$ cat src/rtl/vga_timing_gen.sv
// Raster timing generator: hc/vc counters with an IDLE/RUN FSM; every output is registered
// from the current counter position, plus a pixel-fetch request that leads o_de by DE_LAT cycles.
module vga_timing_gen #(
  parameter int   HLOW   = 4,
  parameter int   HBP    = 40,
  parameter int   HACT   = 480,
  parameter int   HFP    = 8,
  parameter int   VLOW   = 4,
  parameter int   VBP    = 12,
  parameter int   VACT   = 272,
  parameter int   VFP    = 8,
  parameter int   CW     = 12,
  parameter logic HS_POL = 1'b0,
  parameter logic VS_POL = 1'b0,
  parameter int   DE_LAT = 2
) (
  input  logic          i_clk,
  input  logic          i_rst,
  input  logic          i_en,
  output logic          o_hsync,
  output logic          o_vsync,
  output logic          o_de,
  output logic [CW-1:0] o_x,
  output logic [CW-1:0] o_y,
  output logic          o_req,
  output logic [CW-1:0] o_req_x,
  output logic [CW-1:0] o_req_y,
  output logic          o_sof,
  output logic          o_sol,
  output logic          o_vblank,
  output logic [7:0]    o_frame
);

  localparam int HB = HLOW + HBP;
  localparam int HC = HB + HACT;
  localparam int HD = HC + HFP;
  localparam int VB = VLOW + VBP;
  localparam int VC = VB + VACT;
  localparam int VD = VC + VFP;

  typedef enum logic {IDLE, RUN} state_t;

  state_t        state;
  logic [CW-1:0] hc;
  logic [CW-1:0] vc;

  logic run, h_last, v_last, v_act, h_act, h_req, hs_act, vs_act, sof;

  always_comb begin
    run    = (state == RUN);
    h_last = (hc == CW'(HD - 1));
    v_last = (vc == CW'(VD - 1));
    v_act  = run && (vc >= CW'(VB)) && (vc < CW'(VC));
    h_act  = (hc >= CW'(HB)) && (hc < CW'(HC));
    // Request window is the active window shifted left by DE_LAT; it stays inside the line.
    h_req  = (hc >= CW'(HB - DE_LAT)) && (hc < CW'(HC - DE_LAT));
    hs_act = run && (hc < CW'(HLOW));
    vs_act = run && (vc < CW'(VLOW));
    sof    = run && (hc == '0) && (vc == '0);
  end

  always_ff @(posedge i_clk) begin
    if (i_rst) begin
      state    <= IDLE;
      hc       <= '0;
      vc       <= '0;
      o_hsync  <= ~HS_POL;
      o_vsync  <= ~VS_POL;
      o_de     <= 1'b0;
      o_x      <= '0;
      o_y      <= '0;
      o_req    <= 1'b0;
      o_req_x  <= '0;
      o_req_y  <= '0;
      o_sof    <= 1'b0;
      o_sol    <= 1'b0;
      o_vblank <= 1'b1;
      o_frame  <= '0;
    end else begin
      case (state)
        IDLE: begin
          hc <= '0;
          vc <= '0;
          if (i_en) state <= RUN;
        end
        RUN: begin
          if (h_last) begin
            hc <= '0;
            if (v_last) begin
              vc <= '0;
              // A frame is never cut short by dropping i_en.
              if (!i_en) state <= IDLE;
            end else begin
              vc <= vc + 1'b1;
            end
          end else begin
            hc <= hc + 1'b1;
          end
        end
        default: state <= IDLE;
      endcase

      o_hsync  <= hs_act ? HS_POL : ~HS_POL;
      o_vsync  <= vs_act ? VS_POL : ~VS_POL;
      o_de     <= v_act && h_act;
      o_x      <= (v_act && h_act) ? hc - CW'(HB) : '0;
      o_y      <= (v_act && h_act) ? vc - CW'(VB) : '0;
      o_req    <= v_act && h_req;
      o_req_x  <= (v_act && h_req) ? hc + CW'(DE_LAT) - CW'(HB) : '0;
      o_req_y  <= (v_act && h_req) ? vc - CW'(VB) : '0;
      o_sof    <= sof;
      o_sol    <= v_act && (hc == CW'(HB));
      o_vblank <= ~v_act;
      if (sof) o_frame <= o_frame + 8'd1;
    end
  end

endmodule

$ cat config.mk
export PLATFORM = sky130hd
export DESIGN_NAME = vga_timing_gen
export DESIGN_NICKNAME = d
export VERILOG_FILES = /design/src/rtl/vga_timing_gen.sv
export SDC_FILE = /design/constraint.sdc
export NUM_CORES = 1
export LEC_CHECK = 0
export CAP_MARGIN = 10
export CORE_MARGIN = 3
export CORE_UTILIZATION = 53
export CTS_CLUSTER_SIZE = 30
export DETAILED_ROUTE_END_ITERATION = 12
export PLACE_DENSITY_LB_ADDON = 0.12
export SLEW_MARGIN = 20
export SYNTH_ARGS = -nofsm -noshare
export SYNTH_HDL_FRONTEND = slang
export SYNTH_SLANG_ARGS = --single-unit
$ cat constraint.sdc
create_clock -name i_clk -period 4.2 [get_ports i_clk]
set_clock_uncertainty 0.15 [all_clocks]
set_input_delay 0.84 -clock i_clk [delete_from_list [all_inputs] [get_ports i_clk]]
set_output_delay 0.84 -clock i_clk [all_outputs]
set_load 0.05 [all_outputs]
==> results of run 1 <==
[metrics by stage]
step / total power, W / std cells / worst slack, ns / hold WS (ns)
6_report: 0.00168 / 573 / 1.09 / 0.357
5_1_grt: 0.00173 / 573 / 0.842 / 0.386
4_1_cts: 0.00169 / 573 / 1.10 / 0.354
3_5_place_dp: 0.000925 / 557 / 0.707 / 0.338
3_3_place_gp: 0.000923 / 557 / 0.801 / 0.327
2_1_floorplan: 0.000906 / 424 / 2.11 / 0.294
[layer usage]
| metal | global-route usage | vias up |
|---|---|---|
| met5 | 0 | - |
| met4 | 0.0705 | 0 |
| met3 | 0.0566 | 8 |
| met2 | 0.327 | 110 |
| met1 | 0.309 | 1482 |
| li1 | - | 1615 |
[sequential cells by signal, indices dropped and copies added (netlist names), 8 cells and up]
signal	flops
hc	12
o_frame	8
o_req_x	12
o_req_y	12
o_x	12
o_y	12
vc	12
[power breakdown]
group | internal (W) | switching (W) | total, W
sequential | 0.000840 | 0.00000661 | 0.000846
combinational | 0.0000177 | 0.0000411 | 0.0000588
clock | 0.000464 | 0.000313 | 0.000777
total | 0.00132 | 0.000361 | 0.00168
[path summary, 6_finish.rpt]
check                          start                       to  cells after the start
min reg2reg  o_frame[5]$_SDFFE_PP0P_  o_frame[5]$_SDFFE_PP0P_                      2
min          o_frame[5]$_SDFFE_PP0P_  o_frame[5]$_SDFFE_PP0P_                      2
max reg2reg         hc[4]$_SDFF_PP0_      vc[11]$_SDFFE_PP0P_                      4
max                            i_rst    o_req_x[3]$_SDFF_PP0_                      5
[worst max-delay path, stage by stage]
cell	delay, ns
clkdlybuf4s50_1	0.63
nor2b_1	0.48
and3_1	0.30
nand4_4	0.53
nor4_1	0.44
[logic make-up (layout without fill, tap and decap cells)]
family,after synthesis,in the layout,synth area share
AOI/OAI and AO/OA,68,68,0.115
xor gates and xnor gates,24,24,0.0537
adders and majority gates,17,17,0.0544
buffers and inverters,45,98,0.0528
DFF,88,88,0.450
muxes,1,1,0.00288
other,1,1,0.000958
and+or+nand+nor,180,180,0.270
[layout by cell type, fill, tap and decap left out, types with 13 or more instances in the layout]
cell type        Yosys  routed
a21oi_1             21      21
clkdlybuf4s50_1      0      65
dfxtp_1             88      88
ha_1                17      17
inv_1               15      15
nand2_1             20      20
nand3_1             17      17
nand4_1             13      13
nor2_1              23      23
nor3_1              36      36
o21ai_0             15      15
xnor2_1             13      13
[cell usage after synthesis, types with 2 or more instances]
cell / number
inv_1: 15
nand4_1: 13
o21ai_0: 15
nand2b_1: 3
a21oi_1: 21
nor3_1: 36
nor4_1: 7
nor4bb_1: 3
nand2_1: 20
nor2b_1: 5
buf_6: 4
clkbuf_1: 20
a22o_1: 2
buf_2: 3
o31ai_1: 9
and3_1: 8
buf_1: 2
xor2_1: 11
a211o_1: 2
a21o_1: 3
nor3b_1: 9
and4_1: 3
xnor2_1: 13
nor3_2: 2
ha_1: 17
or4_1: 8
nand3_1: 17
dfxtp_1: 88
a211oi_1: 5
nor2_1: 23
and2_1: 3
or3_1: 11
[final cells by class]
class / instances / area, µm²
multi-input cells: 291 / 1940
inverters: 15 / 56.3
repair buffers: 67 / 666
clock buffers: 9 / 124
fillers: 579 / 2160
well taps: 96 / 120
flip-flops and latches: 88 / 1760
clock inverters: 7 / 149
==> results.yml, run 1 <==
status:
  status: "finished, final reports clean"
route:
  wl_met2_um: 3940
  vias: 3215
  ant_nets: 0
  drt_wl_total_um: 8850
  route.met3.wl_um: 620
  highest_layer: "met4"
  wl_per_cell_um: 15.5
  avgViaCountPerCell: 5.61
  wl_met1_um: 4210
  dr.first_iter.drc_count: 178
  drc: 0
  dr.pass1.iters: 5
global_routing:
  grt_first_pass_wirelength_um: 14900
  grt_usage: 0.219
  grt_max_degree: 44
  grt.overflow.total: 0
  grt_pass1_vias: 2956
  grt_antenna_before_repair: 0
die:
  coreArea_um2: 6980
  io_pins: 66
  start_util: 0.560
  dieWidth_um: 91.9
  fp-row-count: 30
  die_y_um: 91.9
  dieArea_um2: 8450
clock_network:
  cts.path.max_buffers: 2
  cts_setup_buffers: 0
  cts_buffers: 9
  cts_hold_repair.buffers: 0
  clkSlewWorstSetupHoldPaths_ns: 0.10
  cts_tree: "yes"
  cts_root_buf: "clkbuf_8"
  cts_sinks: 88
  clkLatencyLatePin_ns: 0.35
  ctsResizeCount: 0
  htree_num_levels: 3
placement:
  gp_congestion: 0.853
  portBuffers: 65
  placed_area_um2: 4550
  dpl.hpwl_um: 6140
synthesis:
  async_reset_ff_frac: 0
  synth.net_count: 444
  synth_edf_count: 0
  synth_top_area_frac: 0.450
  yosysWarnings: 0
  syn_area_um2: 3910
  ys_seq_elements: 88
  syn-instance-count: 424
  synthFlopType: "dfxtp_1"
  synthTopCellsByArea: "dfxtp_1 45%, ha_1 5.4%, nor3_1 4.6%"
  syn-mean-instance-area_um2: 9.23
  yosysUniqueCellTypes: 55
  yosysSeqAreaShare: 0.450
  yosysTopAreaCell: "dfxtp_1"
cells_and_area:
  post-route-util: 0.691
  diodes: 0
  syn_to_final_growth_pct: 23.2
  fin_area_um2: 4820
  layout-drive-gt1-share: 0.0650
  nets: 492
timing:
  setup_viol: 0
  maxSlewHeadroom: 0.383
  hold_violations: 0
  rsz0062_at_grt: "no"
  fin_crit_sh: 0.741
  min_period_ns: 3.11
  drv_slew: 0
  tightest_slew_ns: 0.914
  fin_setup_tns_ns: 0
  clock.fmax_mhz: 321
pwr:
  power.density_nw_per_um2: 349
  vdd_ir_drop_max_mv: 0.189
  leakage_nw: 1.73
worst_setup_path:
  cp-end-kind: "register"
  crit_fanout: 43
  worstPathArrival_ns: 3.22
  r2r_slack_ns: 1.51
  start_kind: "primary input"
  criticalPathCategory: "primary input to register"
  worstPathRequired_ns: 4.31
worst_hold_path:
  hp-class: "register to register"
flow_run:
  cap_violations: 0
(Power assumes the default switching activity.)
==> run 2, diff against run 1 <==
- clock period: 4.2 -> 3.1 ns (I/O delays scaled with it)
==> run 2 against run 1 <==
Compared with the run above: hold slack got worse by 0.0033 ns; via count increased by 2.3%; sequential cell count unchanged; first-iteration DRC count increased by 56%; clock power increased by 4.1%; count of clock-buffer cells in the layout unchanged; final cell count increased by 1.6%; critical path depth unchanged; routed wire length decreased by 0.12%; critical path type is now register to register; critical endpoint is now run$_SDFF_PP0_.
==> results.yml, run 2 (same netlist as run 1, synthesis figures left out) <==
clock_network:
  ctsResizeCount: 0
  htree_num_levels: 3
  cts_buffers: 9
  cts_tree: "yes"
  cts_sinks: 88
  cts_root_buf: "clkbuf_8"
  clkLatencyLatePin_ns: 0.36
  cts_setup_buffers: 0
  clkSlewWorstSetupHoldPaths_ns: 0.09
  cts.path.max_buffers: 2
  cts_hold_repair.buffers: 0
flow_run:
  cap_violations: 0
cells_and_area:
  post-route-util: 0.690
  diodes: 0
  layout-drive-gt1-share: 0.0823
  layout_commonest_cell: "dfxtp_1"
  final_cell_mix: "88 x dfxtp_1, 65 x clkdlybuf4s50_1, 36 x nor3_1"
  fill_cells: 564
  syn_to_final_growth_pct: 23.1
  nets: 501
  fin_area_um2: 4820
die:
  die_y_um: 91.9
  dieArea_um2: 8450
  io_pins: 66
  start_util: 0.560
  coreArea_um2: 6980
  fp-row-count: 30
  dieWidth_um: 91.9
worst_setup_path:
  r2r-end: "run$_SDFF_PP0_"
  cp-end-kind: "register"
  r2r_cells: 5
  worstPathArrival_ns: 2.58
  worstPathRequired_ns: 3.16
  cp-endpoint: "run$_SDFF_PP0_"
  crit_fanout: 8
  criticalPathCategory: "register to register"
  reg2reg_from: "hc[1]$_SDFF_PP0_"
  cpMaxStageDelayCell: "o21ai_1"
  crit_path_start: "hc[1]$_SDFF_PP0_"
  max_stage_delay_ns: 0.69
  start_kind: "register"
  crit_chain: "ha_1 -> and3_1 -> nand4_1 -> o21ai_1 -> o21ai_0"
  r2r_slack_ns: 0.58
status:
  status: "finished, final reports clean"
timing:
  clock.fmax_mhz: 397
  min_period_ns: 2.52
  maxSlewHeadroom: 0.495
  tightest_slew_ns: 0.753
  hold_violations: 0
  rsz0062_at_grt: "no"
  drv_slew: 0
  fin_crit_sh: 0.812
  hold_ws_ns: 0.354
  setup_viol: 0
  fin_setup_tns_ns: 0
route:
  dr.pass1.iters: 7
  wl_per_cell_um: 15.2
  vias: 3289
  dr.first_iter.drc_count: 277
  avgViaCountPerCell: 5.65
  drc: 0
  ant_nets: 0
  drt_wl_total_um: 8840
placement:
  portBuffers: 65
  gp_congestion: 0.835
  placed_area_um2: 4620
  dpl.hpwl_um: 6260
global_routing:
  grt_usage: 0.216
  grt_pass1_vias: 3077
  grt_antenna_before_repair: 0
  grt_first_pass_wirelength_um: 14900
  grt_max_degree: 25
  grt.overflow.total: 0
pwr:
  power.density_nw_per_um2: 424
  vdd_ir_drop_max_mv: 0.246
  leakage_nw: 1.74
worst_hold_path:
  hp-class: "register to register"
[run 2: changes by cell type in the layout (fill, tap and decap cells not counted), sizes merged]
cell / previous run / this run
buf: 2 / 11
bufinv: 4 / 1
clkinv: 0 / 1
clkinvlp: 0 / 2
[run 2: area by class of cell]
cell class,count,area (µm²),area share
repair buffers,76,733,0.152
clock buffers,9,124,0.0257
inverters,15,56.3,0.0117
flip-flops and latches,88,1760,0.366
clock inverters,7,76.3,0.0158
well taps,96,120,0.0249
multi-input cells,291,1940,0.404
[run 2: where the power goes]
part	switching (W)	total, W	internal [W]
registers	0.00000893	0.00115	0.00114
clock network	0.000430	0.000809	0.000380
logic	0.0000572	0.0000845	0.0000273
[run 2: critical path: cells and delay by family, from the launching register on]
kind	cells	cell delay, ns
AO/OA/AOI/OAI	2	0.87
adder cells (fa/ha/maj)	1	0.34
flip-flops	1	0.51
AND/OR/NAND/NOR	2	0.51
[run 2: per-stage QoR]
| step | cells | total power (W) | worst slack, ns |
|---|---|---|---|
| global placement | 566 | 0.00126 | 0.584 |
| global route | 582 | 0.00210 | 0.333 |
| finish | 582 | 0.00204 | 0.583 |
| CTS | 582 | 0.00205 | 0.598 |
| floorplan | 424 | 0.00123 | 1.07 |
| detailed placement | 566 | 0.00126 | 0.541 |
[run 2: how the worst min path moves through the flow]
stage | start | to | slack, ns | cells after the start
3_5_place_dp | o_frame[5]$_SDFFE_PP0P_ | o_frame[5]$_SDFFE_PP0P_ | 0.34 | 2
3_3_place_gp | o_frame[5]$_SDFFE_PP0P_ | o_frame[5]$_SDFFE_PP0P_ | 0.33 | 2
2_1_floorplan | hc[0]$_SDFF_PP0_ | hc[0]$_SDFF_PP0_ | 0.29 | 1
6_report | o_frame[5]$_SDFFE_PP0P_ | o_frame[5]$_SDFFE_PP0P_ | 0.35 | 2
5_1_grt | o_frame[6]$_SDFFE_PP0P_ | o_frame[6]$_SDFFE_PP0P_ | 0.39 | 2
4_1_cts | o_frame[5]$_SDFFE_PP0P_ | o_frame[5]$_SDFFE_PP0P_ | 0.36 | 2
[run 2: layer usage]
metal  share of wire  GRT usage  wire [µm]  vias up
met5               0          0          0        -
met4           0.016     0.0619        138        0
met3           0.072     0.0517        639       11
met2            0.43      0.329       3760      123
met1            0.49      0.305       4300     1525
li1                -          -          -     1630
